**config.mk**
```make
export PLATFORM = sky130hd
export DESIGN_NAME = clause_array_seq_flat
export DESIGN_NICKNAME = d
export VERILOG_FILES = /design/src/rtl/clause_array_seq_if.sv /design/src/rtl/clause_array_seq.sv /design/src/flat_wrapper.sv
export SDC_FILE = /design/constraint.sdc
export NUM_CORES = 1
export LEC_CHECK = 0
export BUFFER_PORTS_ARGS = -buffer_cell sky130_fd_sc_hd__buf_2
export CAP_MARGIN = 10
export CORE_ASPECT_RATIO = 0.7
export CORE_MARGIN = 2
export CORE_UTILIZATION = 30
export CTS_CLUSTER_SIZE = 30
export DETAILED_ROUTE_END_ITERATION = 12
export HOLD_SLACK_MARGIN = 0.08
export PLACE_DENSITY = 0.61
export SETUP_SLACK_MARGIN = 0.05
export SYNTH_ARGS = -nofsm -noshare
export SYNTH_HDL_FRONTEND = slang
export SYNTH_SLANG_ARGS = --single-unit
```
**constraint.sdc**
```tcl
create_clock -name clk -period 5.7 [get_ports clk]
set_input_delay 1.71 -clock clk [delete_from_list [all_inputs] [get_ports clk]]
set_output_delay 1.71 -clock clk [all_outputs]
set_load 0.01 [all_outputs]
```
**src/rtl/clause_array_seq_if.sv**
```systemverilog
// Load and writeback streams between the bin manager and the clause array sequencer.
interface clause_array_seq_if #(
    parameter int NUM_CLAUSES = 8,
    parameter int NUM_VARS    = 8,
    parameter int WIDTH_C_LEN = 4
);
    localparam int IDX_W = (NUM_CLAUSES > 2) ? $clog2(NUM_CLAUSES) : 1;

    logic [NUM_VARS*2-1:0]  ld_clause_i;
    logic [WIDTH_C_LEN-1:0] ld_len_i;
    logic                   ld_valid_i;
    logic                   ld_ready_o;

    logic [NUM_VARS*2-1:0]  wb_clause_o;
    logic [IDX_W-1:0]       wb_index_o;
    logic                   wb_valid_o;
    logic                   wb_ready_i;

    modport master (
        output ld_clause_i, ld_len_i, ld_valid_i, wb_ready_i,
        input  ld_ready_o, wb_clause_o, wb_index_o, wb_valid_o
    );

    modport slave (
        input  ld_clause_i, ld_len_i, ld_valid_i, wb_ready_i,
        output ld_ready_o, wb_clause_o, wb_index_o, wb_valid_o
    );
endinterface

```
**src/rtl/clause_array_seq.sv**
```systemverilog
// Clause array sequencer: bin load, writeback and learnt-clause insertion,
// driving one-hot array read/write strobes with fully registered outputs.
module clause_array_seq #(
    parameter int NUM_CLAUSES = 8,
    parameter int NUM_VARS    = 8,
    parameter int WIDTH_C_LEN = 4,
    localparam int IDX_W = (NUM_CLAUSES > 2) ? $clog2(NUM_CLAUSES) : 1
) (
    input  logic                               clk,
    input  logic                               rst,
    clause_array_seq_if.slave                  bus,
    input  logic                               start_load_i,
    output logic                               load_done_o,
    input  logic                               start_wb_i,
    output logic                               wb_done_o,
    input  logic                               add_learntc_i,
    input  logic [NUM_VARS*2-1:0]              learntc_i,
    input  logic [WIDTH_C_LEN-1:0]             learntc_len_i,
    output logic                               learntc_done_o,
    output logic [IDX_W-1:0]                   learntc_idx_o,
    input  logic [WIDTH_C_LEN*NUM_CLAUSES-1:0] lens_i,
    input  logic [NUM_VARS*2-1:0]              arr_clause_i,
    output logic [NUM_CLAUSES-1:0]             arr_wr_o,
    output logic [NUM_CLAUSES-1:0]             arr_rd_o,
    output logic [NUM_VARS*2-1:0]              arr_clause_o,
    output logic [WIDTH_C_LEN-1:0]             arr_len_o,
    output logic                               busy_o
);
    localparam int HALF = NUM_CLAUSES / 2;
    localparam logic [IDX_W-1:0] LAST = IDX_W'(NUM_CLAUSES - 1);

    typedef enum logic [2:0] {IDLE, LOAD, WB_RD, WB_SEND, INS_SEL, INS_WR} state_t;

    state_t                 state_q, state_d;
    logic [IDX_W-1:0]       cnt_q, cnt_d, cnt_inc;
    logic                   ld_ready_q, ld_ready_d;
    logic                   load_done_q, load_done_d;
    logic [NUM_VARS*2-1:0]  wb_clause_q, wb_clause_d;
    logic [IDX_W-1:0]       wb_index_q, wb_index_d;
    logic                   wb_valid_q, wb_valid_d;
    logic                   wb_done_q, wb_done_d;
    logic                   learntc_done_q, learntc_done_d;
    logic [IDX_W-1:0]       learntc_idx_q, learntc_idx_d;
    logic [NUM_CLAUSES-1:0] arr_wr_q, arr_wr_d;
    logic [NUM_CLAUSES-1:0] arr_rd_q, arr_rd_d;
    logic [NUM_VARS*2-1:0]  arr_clause_q, arr_clause_d;
    logic [WIDTH_C_LEN-1:0] arr_len_q, arr_len_d;
    logic                   busy_q, busy_d;

    logic [IDX_W-1:0]       sel, best_sel, empty_sel;
    logic [WIDTH_C_LEN-1:0] best_len, slot_len;
    logic                   found_empty;

    function automatic logic [NUM_CLAUSES-1:0] onehot(input logic [IDX_W-1:0] i);
        onehot    = '0;
        onehot[i] = 1'b1;
    endfunction

    assign cnt_inc = cnt_q + 1'b1;

    // Replacement slot: lowest empty learnt slot, else the longest (lowest index on ties).
    always_comb begin
        found_empty = 1'b0;
        empty_sel   = IDX_W'(HALF);
        best_sel    = IDX_W'(HALF);
        best_len    = lens_i[HALF*WIDTH_C_LEN +: WIDTH_C_LEN];
        slot_len    = '0;
        for (int unsigned k = HALF; k < NUM_CLAUSES; k++) begin
            slot_len = lens_i[k*WIDTH_C_LEN +: WIDTH_C_LEN];
            if (!found_empty && slot_len == '0) begin
                found_empty = 1'b1;
                empty_sel   = IDX_W'(k);
            end
            if (slot_len > best_len) begin
                best_len = slot_len;
                best_sel = IDX_W'(k);
            end
        end
        sel = found_empty ? empty_sel : best_sel;
    end

    always_comb begin
        state_d        = state_q;
        cnt_d          = cnt_q;
        ld_ready_d     = ld_ready_q;
        load_done_d    = 1'b0;
        wb_clause_d    = wb_clause_q;
        wb_index_d     = wb_index_q;
        wb_valid_d     = wb_valid_q;
        wb_done_d      = 1'b0;
        learntc_done_d = 1'b0;
        learntc_idx_d  = learntc_idx_q;
        arr_wr_d       = '0;
        arr_rd_d       = '0;
        arr_clause_d   = arr_clause_q;
        arr_len_d      = arr_len_q;

        unique case (state_q)
            IDLE: begin
                if (start_load_i) begin
                    state_d    = LOAD;
                    cnt_d      = '0;
                    ld_ready_d = 1'b1;
                end else if (start_wb_i) begin
                    state_d  = WB_RD;
                    cnt_d    = '0;
                    arr_rd_d = onehot('0);
                end else if (add_learntc_i) begin
                    state_d = INS_SEL;
                end
            end
            LOAD: begin
                if (bus.ld_valid_i && ld_ready_q) begin
                    arr_wr_d     = onehot(cnt_q);
                    arr_clause_d = bus.ld_clause_i;
                    arr_len_d    = bus.ld_len_i;
                    cnt_d        = cnt_inc;
                    if (cnt_q == LAST) begin
                        ld_ready_d  = 1'b0;
                        load_done_d = 1'b1;
                        state_d     = IDLE;
                    end
                end
            end
            WB_RD: state_d = WB_SEND;
            WB_SEND: begin
                // First WB_SEND cycle is the one where the array read data is valid.
                if (!wb_valid_q) begin
                    wb_clause_d = arr_clause_i;
                    wb_index_d  = cnt_q;
                    wb_valid_d  = 1'b1;
                end else if (bus.wb_ready_i) begin
                    wb_valid_d = 1'b0;
                    if (cnt_q == LAST) begin
                        wb_done_d = 1'b1;
                        state_d   = IDLE;
                    end else begin
                        cnt_d    = cnt_inc;
                        arr_rd_d = onehot(cnt_inc);
                        state_d  = WB_RD;
                    end
                end
            end
            INS_SEL: begin
                arr_wr_d       = onehot(sel);
                arr_clause_d   = learntc_i;
                arr_len_d      = learntc_len_i;
                learntc_done_d = 1'b1;
                learntc_idx_d  = sel;
                state_d        = INS_WR;
            end
            INS_WR:  state_d = IDLE;
            default: state_d = IDLE;
        endcase

        busy_d = (state_d != IDLE);
    end

    always_ff @(posedge clk) begin
        if (rst) begin
            state_q        <= IDLE;
            cnt_q          <= '0;
            ld_ready_q     <= 1'b0;
            load_done_q    <= 1'b0;
            wb_clause_q    <= '0;
            wb_index_q     <= '0;
            wb_valid_q     <= 1'b0;
            wb_done_q      <= 1'b0;
            learntc_done_q <= 1'b0;
            learntc_idx_q  <= '0;
            arr_wr_q       <= '0;
            arr_rd_q       <= '0;
            arr_clause_q   <= '0;
            arr_len_q      <= '0;
            busy_q         <= 1'b0;
        end else begin
            state_q        <= state_d;
            cnt_q          <= cnt_d;
            ld_ready_q     <= ld_ready_d;
            load_done_q    <= load_done_d;
            wb_clause_q    <= wb_clause_d;
            wb_index_q     <= wb_index_d;
            wb_valid_q     <= wb_valid_d;
            wb_done_q      <= wb_done_d;
            learntc_done_q <= learntc_done_d;
            learntc_idx_q  <= learntc_idx_d;
            arr_wr_q       <= arr_wr_d;
            arr_rd_q       <= arr_rd_d;
            arr_clause_q   <= arr_clause_d;
            arr_len_q      <= arr_len_d;
            busy_q         <= busy_d;
        end
    end

    assign bus.ld_ready_o  = ld_ready_q;
    assign bus.wb_clause_o = wb_clause_q;
    assign bus.wb_index_o  = wb_index_q;
    assign bus.wb_valid_o  = wb_valid_q;
    assign load_done_o     = load_done_q;
    assign wb_done_o       = wb_done_q;
    assign learntc_done_o  = learntc_done_q;
    assign learntc_idx_o   = learntc_idx_q;
    assign arr_wr_o        = arr_wr_q;
    assign arr_rd_o        = arr_rd_q;
    assign arr_clause_o    = arr_clause_q;
    assign arr_len_o       = arr_len_q;
    assign busy_o          = busy_q;
endmodule

```
**src/flat_wrapper.sv**
```systemverilog
// flat-port wrapper written by rule: the top's interface ports become plain ports
module clause_array_seq_flat 
#(
    parameter int NUM_CLAUSES = 8,
    parameter int NUM_VARS    = 8,
    parameter int WIDTH_C_LEN = 4,
    localparam int IDX_W = (NUM_CLAUSES > 2) ? $clog2(NUM_CLAUSES) : 1
)
  (clk, rst, start_load_i, load_done_o, start_wb_i, wb_done_o, add_learntc_i, learntc_i, learntc_len_i, learntc_done_o, learntc_idx_o, lens_i, arr_clause_i, arr_wr_o, arr_rd_o, arr_clause_o, arr_len_o, busy_o, bus_ld_clause_i, bus_ld_len_i, bus_ld_valid_i, bus_wb_ready_i, bus_ld_ready_o, bus_wb_clause_o, bus_wb_index_o, bus_wb_valid_o);
  clause_array_seq_if #(.NUM_CLAUSES(NUM_CLAUSES), .NUM_VARS(NUM_VARS), .WIDTH_C_LEN(WIDTH_C_LEN)) bus_i ();
  input  logic clk;
  input  logic rst;
  input  logic start_load_i;
  output logic load_done_o;
  input  logic start_wb_i;
  output logic wb_done_o;
  input  logic add_learntc_i;
  input  logic [NUM_VARS*2-1:0] learntc_i;
  input  logic [WIDTH_C_LEN-1:0] learntc_len_i;
  output logic learntc_done_o;
  output logic [IDX_W-1:0] learntc_idx_o;
  input  logic [WIDTH_C_LEN*NUM_CLAUSES-1:0] lens_i;
  input  logic [NUM_VARS*2-1:0] arr_clause_i;
  output logic [NUM_CLAUSES-1:0] arr_wr_o;
  output logic [NUM_CLAUSES-1:0] arr_rd_o;
  output logic [NUM_VARS*2-1:0] arr_clause_o;
  output logic [WIDTH_C_LEN-1:0] arr_len_o;
  output logic busy_o;
  input wire logic [$bits(bus_i.ld_clause_i)-1:0] bus_ld_clause_i;
  input wire logic [$bits(bus_i.ld_len_i)-1:0] bus_ld_len_i;
  input wire logic [$bits(bus_i.ld_valid_i)-1:0] bus_ld_valid_i;
  input wire logic [$bits(bus_i.wb_ready_i)-1:0] bus_wb_ready_i;
  output wire logic [$bits(bus_i.ld_ready_o)-1:0] bus_ld_ready_o;
  output wire logic [$bits(bus_i.wb_clause_o)-1:0] bus_wb_clause_o;
  output wire logic [$bits(bus_i.wb_index_o)-1:0] bus_wb_index_o;
  output wire logic [$bits(bus_i.wb_valid_o)-1:0] bus_wb_valid_o;
  assign bus_i.ld_clause_i = bus_ld_clause_i;
  assign bus_i.ld_len_i = bus_ld_len_i;
  assign bus_i.ld_valid_i = bus_ld_valid_i;
  assign bus_i.wb_ready_i = bus_wb_ready_i;
  assign bus_ld_ready_o = bus_i.ld_ready_o;
  assign bus_wb_clause_o = bus_i.wb_clause_o;
  assign bus_wb_index_o = bus_i.wb_index_o;
  assign bus_wb_valid_o = bus_i.wb_valid_o;
  clause_array_seq #(.NUM_CLAUSES(NUM_CLAUSES), .NUM_VARS(NUM_VARS), .WIDTH_C_LEN(WIDTH_C_LEN)) u_core (.clk(clk), .rst(rst), .bus(bus_i), .start_load_i(start_load_i), .load_done_o(load_done_o), .start_wb_i(start_wb_i), .wb_done_o(wb_done_o), .add_learntc_i(add_learntc_i), .learntc_i(learntc_i), .learntc_len_i(learntc_len_i), .learntc_done_o(learntc_done_o), .learntc_idx_o(learntc_idx_o), .lens_i(lens_i), .arr_clause_i(arr_clause_i), .arr_wr_o(arr_wr_o), .arr_rd_o(arr_rd_o), .arr_clause_o(arr_clause_o), .arr_len_o(arr_len_o), .busy_o(busy_o));
endmodule
```
# Word-level counts from Yosys, hierarchy flattened
# Index checks and enable logic that the tools add are counted.
[op_classes] addsub=1 order_cmp=9 eq_ne=12 mux=55 bitwise=5 reduce_logical=25
[ops] cell="3-bit two-way mux" n=18
[ops] cell="8-bit two-way mux" n=5
[ops] cell="16-bit case mux with 2 select lines" n=1
[ops] cell="8-bit case mux with 2 select lines" n=2
[ops] cell="1-bit two-way mux" n=17
[ops] cell="4-bit zero test" n=4
[ops] cell="16-bit two-way mux" n=1
[ops] cell="3-bit case mux with 5 select lines" n=1
[ops] cell="4-bit greater-than comparator" n=3
[ops] cell="3-bit by 4-bit < comparator with 1-bit output, second input constant" n=3
[ops] cell="4-bit two-way mux" n=3
[ops] cell="1-bit demux with 3-bit select" n=3
[ops] cell="3-bit by 1-bit >= comparator with 1-bit output, second input constant" n=3
[ops] cell="3-bit case mux with 3 select lines" n=1
[ops] cell="4-bit case mux with 2 select lines" n=1
[ops] cell="1-bit logical AND" n=7
[ops] cell="3-bit by 2-bit == test with 1-bit output, second input constant" n=2
[ops] cell="3-bit == test, second input constant" n=2
[ops] cell="2-bit by 1-bit != test with 1-bit output, second input constant" n=3
[ops] cell="2-bit != test, second input constant" n=3
[ops] cell="6-bit AND reduction" n=1
[ops] cell="3-bit nonzero test" n=2
[ops] cell="1-bit inverter" n=5
[ops] cell="2-bit AND reduction" n=2
[ops] cell="11 further kinds" n=14
[word_totals] register_bits=70 in_bits=95 output_inout_bits=64 word_cells=122

# Depth between registers and ports, before layout
[depth] word_depth=17 ltp_mapped=18 depth_no_buf=17

# Worst setup path before layout
# Ideal clock, no wire load.
[synth_timing] path_type="in2reg" start="in lens_i[17]" end="reg u_core.arr_wr_q[5] (netlist: u_core.arr_wr_o[5])" setup_time_ps=117 arrival_time_ps=5266 required_ps=5583 path_slack_ps=317 path_stages=18 n_path_buf=1 path_cell_list="inv_1 -> ha_1 -> nand2b_1 -> a21oi_1 -> o21a_1 -> clkbuf_1 -> mux2i_1 -> ha_1 -> nor2b_1 -> o21ai_0 -> a21o_1 -> mux2_2 -> ha_1 -> a21oi_1 -> and3_1 -> and3b_4 -> a311o_1 -> a32o_1"
[synth_via] elab_chain_cells=17 elab_cells_between_ends=29 classes_between="5 x order compare; 16 x mux; 8 x reduce/logical"
[synth_lines] element="start, declared" line_no="flat_wrapper.sv:22" rtl="input logic [WIDTH_C_LEN*NUM_CLAUSES-1:0] lens_i;"
[synth_lines] element="parallel branches: the longest is 11 deep, another holds 4-bit greater-than comparator"
[synth_lines] element="3-bit two-way mux (*)" line_no="clause_array_seq.sv:79" rtl="sel = found_empty ? empty_sel : best_sel;"
[synth_lines] element="3-bit by 4-bit < comparator with 1-bit output (implied by the code) or 3-bit by 1-bit >= comparator with 1-bit output (tied branches)" line_no="clause_array_seq.sv:56" rtl="onehot[i] = 1'b1;"
[synth_lines] element="1-bit logical AND (implied by the code)" line_no="clause_array_seq.sv:56"
[synth_lines] element="1-bit two-way mux (implied by the code)" line_no="clause_array_seq.sv:56"
[synth_lines] element="1-bit demux with 3-bit select (*)"
[synth_lines] element="8-bit case mux with 2 select lines (*)" line_no="clause_array_seq.sv:98" rtl="unique case (state_q)"
[synth_lines] element="end signal, assigned" line_no="clause_array_seq.sv:187" rtl="arr_wr_q <= arr_wr_d;"
[synth_lines] element="end, declared" line_no="clause_array_seq.sv:44" rtl="logic [NUM_CLAUSES-1:0] arr_wr_q, arr_wr_d;"
# Mark *: on every way between the ends.
# A chain may end at the register's enable or synchronous reset.

# Worst setup path after layout
[layout_timing] start="in lens_i[18]" end="reg u_core.arr_wr_q[5] (netlist: u_core.arr_wr_o[5])"
# Same word-level chain as after synthesis.

==> summary.md <==
| Metric | Value |
|---|---|
| Status | `complete, no violations` |
| Gpl congestion | `between 0.8 and 0.9` |
| CP max-delay cell | `mux2_2` |
| Vias | `a little over 3000` |
| Drt first pass iters | `4` |
| Setup-failing EPs final | `0` |
| Die W | `128 µm` |
| Clock tree buffer depth | `2` |
| Worst path arrival time | `around 5.6 ns` |
| Sequential standard cell area | `1400 µm²` |
| Area leader, netlist | `dfxtp_1` |
| Core area | `10400 µm²` |
| Die height | `90.7 µm` |
| Met2 Use GR | `22.2%` |
| First-pass GRT wire length | `around 14 mm` |
| Cell Count, Final, Fillers Out | `638` |
| CP peak stage delay | `~0.36 ns` |
| Largest net degree at the start of global routing | `58` |
| Synth Warn # | `0` |
| Clk_lat worst skew | `0.33 ns` |
| Cell Pwr Density | `291 nW/µm²` |
| Ys flop type | `dfxtp_1` |
| Number of global-route vias before repair | `2938` |
| Clock-pin transition on the worst setup and hold timing paths | `0.06 ns` |
| Critical path class | `in2reg` |
| Synth async-reset ratio | `0%` |
| P&R area growth vs syn | `34.9%` |
| Share of cells above drive strength 1 | `35.0%` |
| Multi-input gate area | `1690 µm²` |
| CTS Root Cell | `clkbuf_16` |
| Post-layout util | `a little over two fifths` |
| Min cycle time layout | `5.38 ns` |
| Worst Path Required | `5.92 ns` |
| GRT busiest layer | `met2` |
| Dpl hpwl | `between 6 and 7 mm` |
| CTS tree | `done` |
| Remaining antenna violation count | `0` |
| Setup Buffers After CTS | `0` |
| CP Capture Type | `flop` |
| Seq/Total Area, Yosys | `43.5%` |
| CP Cell Sequence | `buf_2 -> inv_1 -> ha_1 -> o21ai_1 -> a21oi_1 -> o21a_1 -> mux2i_1 -> ha_1 -> nor2b_1 -> o21ai_0 -> a21o_1 -> mux2_2 -> ha_1 -> a21oi_1 -> and3_1 -> and3b_4 -> a311o_1 -> a32o_1` |
| Met3 Resource Use GR | `5.86%` |
| Total global routing overflow | `0` |
| DRC violations left | `0` |
| Slew @ Worst Pin | `1.08 ns` |
| Top-area cell type share of the netlist area | `43.5%` |
| Initial drt markers | `161` |
| IO Port Bufs | `142` |
| CTS Buf Count | `9` |
| RSZ-0062 raised after global routing | `no` |
| Max_slew headroom | `27.7%` |
| FILL cells | `around 1000` |
| Hold Fails Final Rpt | `0` |
| Critical Path Fanout Max | `5` |
| Total track usage | `15.4%` |
| Starting density of the core | `31.0%` |
| Element type at the critical path start | `input port` |
| Fmax | `186 MHz` |
| VDD IR max | `~0.13 mV` |
| Fin nets | `610` |
| Met1 GRT Util | `21.4%` |
| Synth area leaders | `dfxtp_1, mux2i_1, nand2_1, ha_1, a211oi_1` |
| Commonest cells after routing, fill and taps aside | `buf_2, dfxtp_1, nand2_1, nor2_1, a21oi_1` |
| Cts repair resizes | `0` |
| Initial antenna violation count | `1` |
| WL/cell | `13.9 µm` |
| CTS sink cnt | `70` |
| Max Cap Violations | `0` |
| Number of flops mapped to enable cells by yosys | `0` |
| Final Cycle Share | `94.3%` |
| Core Rows | `31` |
| DIE AREA | `11600 µm²` |
| Syn_nets | `about 480` |
| # IOs | `159` |
| Max H-tree Level | `3` |
| Hold Path Class | `reg2reg` |
| Distinct cells, synth | `48` |
| Slew Limit Fails | `0` |
| Post-placement cell count | `622` |
| Mapped cell area | `3220 µm²` |
| Most common cell after layout, fill and taps aside | `buf_2` |
| Seq cells post-synth | `70` |
| Antenna Cells | `0` |
| Avg Cell Area, Syn | `8.79 µm²` |
| Post-Route WL | `8.85 mm` |
| Most frequent cell on the critical path | `ha_1` |
| Cts hold-fix bufs | `0` |
| Leakage | `1.99 nW` |
| Via/cell ratio | `4.79` |
| Skew final | `~0.0064 ns` |
| Post-Syn Instances | `367` |
| Setup TNS | `0 ns` |
## synth_stat cells (2+ instances only)
library cell / instances
nand4b_1: 2
ha_1: 14
a32o_1: 2
o21ai_1: 3
and3_1: 6
and3b_1: 2
nand2b_1: 2
and2_1: 2
o2111ai_1: 2
nor3b_1: 2
nor4_2: 3
nor4_1: 5
clkbuf_1: 20
o21ai_0: 5
a21oi_1: 31
mux2i_1: 23
nor3_1: 6
buf_4: 2
nor2b_1: 5
nand2_1: 53
nor2_1: 40
mux2_2: 5
dfxtp_1: 70
a211oi_1: 22
nand3_1: 4
inv_1: 11
nand4_1: 4
## routing by layer
| layer | wire [µm] | vias up |
|---|---|---|
| met4 | 123 | 0 |
| met1 | 4340 | 1372 |
| li1 | - | 1573 |
| met3 | 654 | 12 |
| met5 | 0 | - |
| met2 | 3730 | 102 |
## cell type report
class | count | share of cell area (%)
inverter | 11 | 0.949
clock buffer | 14 | 6.76
multi-input combinational | 263 | 39.0
sequential | 70 | 32.2
clock inverter | 2 | 0.288
timing repair buffer | 146 | 17.0
tap | 132 | 3.80
## state kept, by name (all words and copies together), names as in the netlist
name                    flops
u_core.arr_clause_o        16
u_core.bus.wb_clause_o     16
u_core.arr_rd_o             8
u_core.arr_wr_o             8
u_core.arr_len_o            4
u_core.bus.wb_index_o       3
u_core.cnt_q                3
u_core.learntc_idx_o        3
u_core.state_q              3
u_core.bus.ld_ready_o       1
u_core.bus.wb_valid_o       1
u_core.busy_o               1
u_core.learntc_done_o       1
u_core.load_done_o          1
u_core.wb_done_o            1
## path summary, 6_finish.rpt
path	start	to	slack (ns)	depth (start not counted)
max	lens_i[18]	u_core.arr_wr_o[5]	0.32	18
max reg2reg	u_core.state_q[0]	u_core.arr_rd_o[0]	3.43	5
min	u_core.bus.wb_clause_o[5]	u_core.bus.wb_clause_o[5]	0.45	2
min reg2reg	u_core.bus.wb_clause_o[5]	u_core.bus.wb_clause_o[5]	0.45	2
## power breakdown
| group | leakage, nW | switching (W) | internal, W |
|---|---|---|---|
| clock network | 0.151 | 0.000198 | 0.000353 |
| logic | 1.27 | 0.000102 | 0.0000917 |
| registers | 0.567 | 0.0000158 | 0.000506 |
| total | 1.99 | 0.000316 | 0.000950 |
## cell families after synthesis
kind of cell / Yosys count / share of synthesized area (%)
AOI/OAI and AO/OA: 75 / 15.0
xor gates and xnor gates: 2 / 0.543
adders and majority gates: 14 / 5.43
buffers and inverters: 34 / 4.23
DFF: 70 / 43.5
muxes: 28 / 8.89
and+or+nand+nor: 144 / 22.4
## worst max-delay path: cells and delay by family
| kind | cells | cell delay [ns] |
|---|---|---|
| adder cells (fa/ha/maj) | 3 | 0.91 |
| multiplexers | 2 | 0.68 |
| AND/OR/NAND/NOR | 3 | 0.53 |
| AO/OA/AOI/OAI | 8 | 1.63 |
| buffers and inverters | 2 | 0.16 |
## through the flow
| step | setup slack (ns) | total power, W | cell area [µm²] | hold slack (ns) |
|---|---|---|---|---|
| 2_1_floorplan | 0.317 | 0.000650 | 3220 | 0.470 |
| 3_3_place_gp | 0.107 | 0.000719 | 4040 | 0.438 |
| 3_5_place_dp | 0.0164 | 0.000725 | 4040 | 0.448 |
| 4_1_cts | 0.357 | 0.00128 | 4350 | 0.455 |
| 5_1_grt | 0.0554 | 0.00133 | 4350 | 0.470 |
| 6_report | 0.324 | 0.00127 | 4350 | 0.452 |
Power figures use the tool's default switching activity.
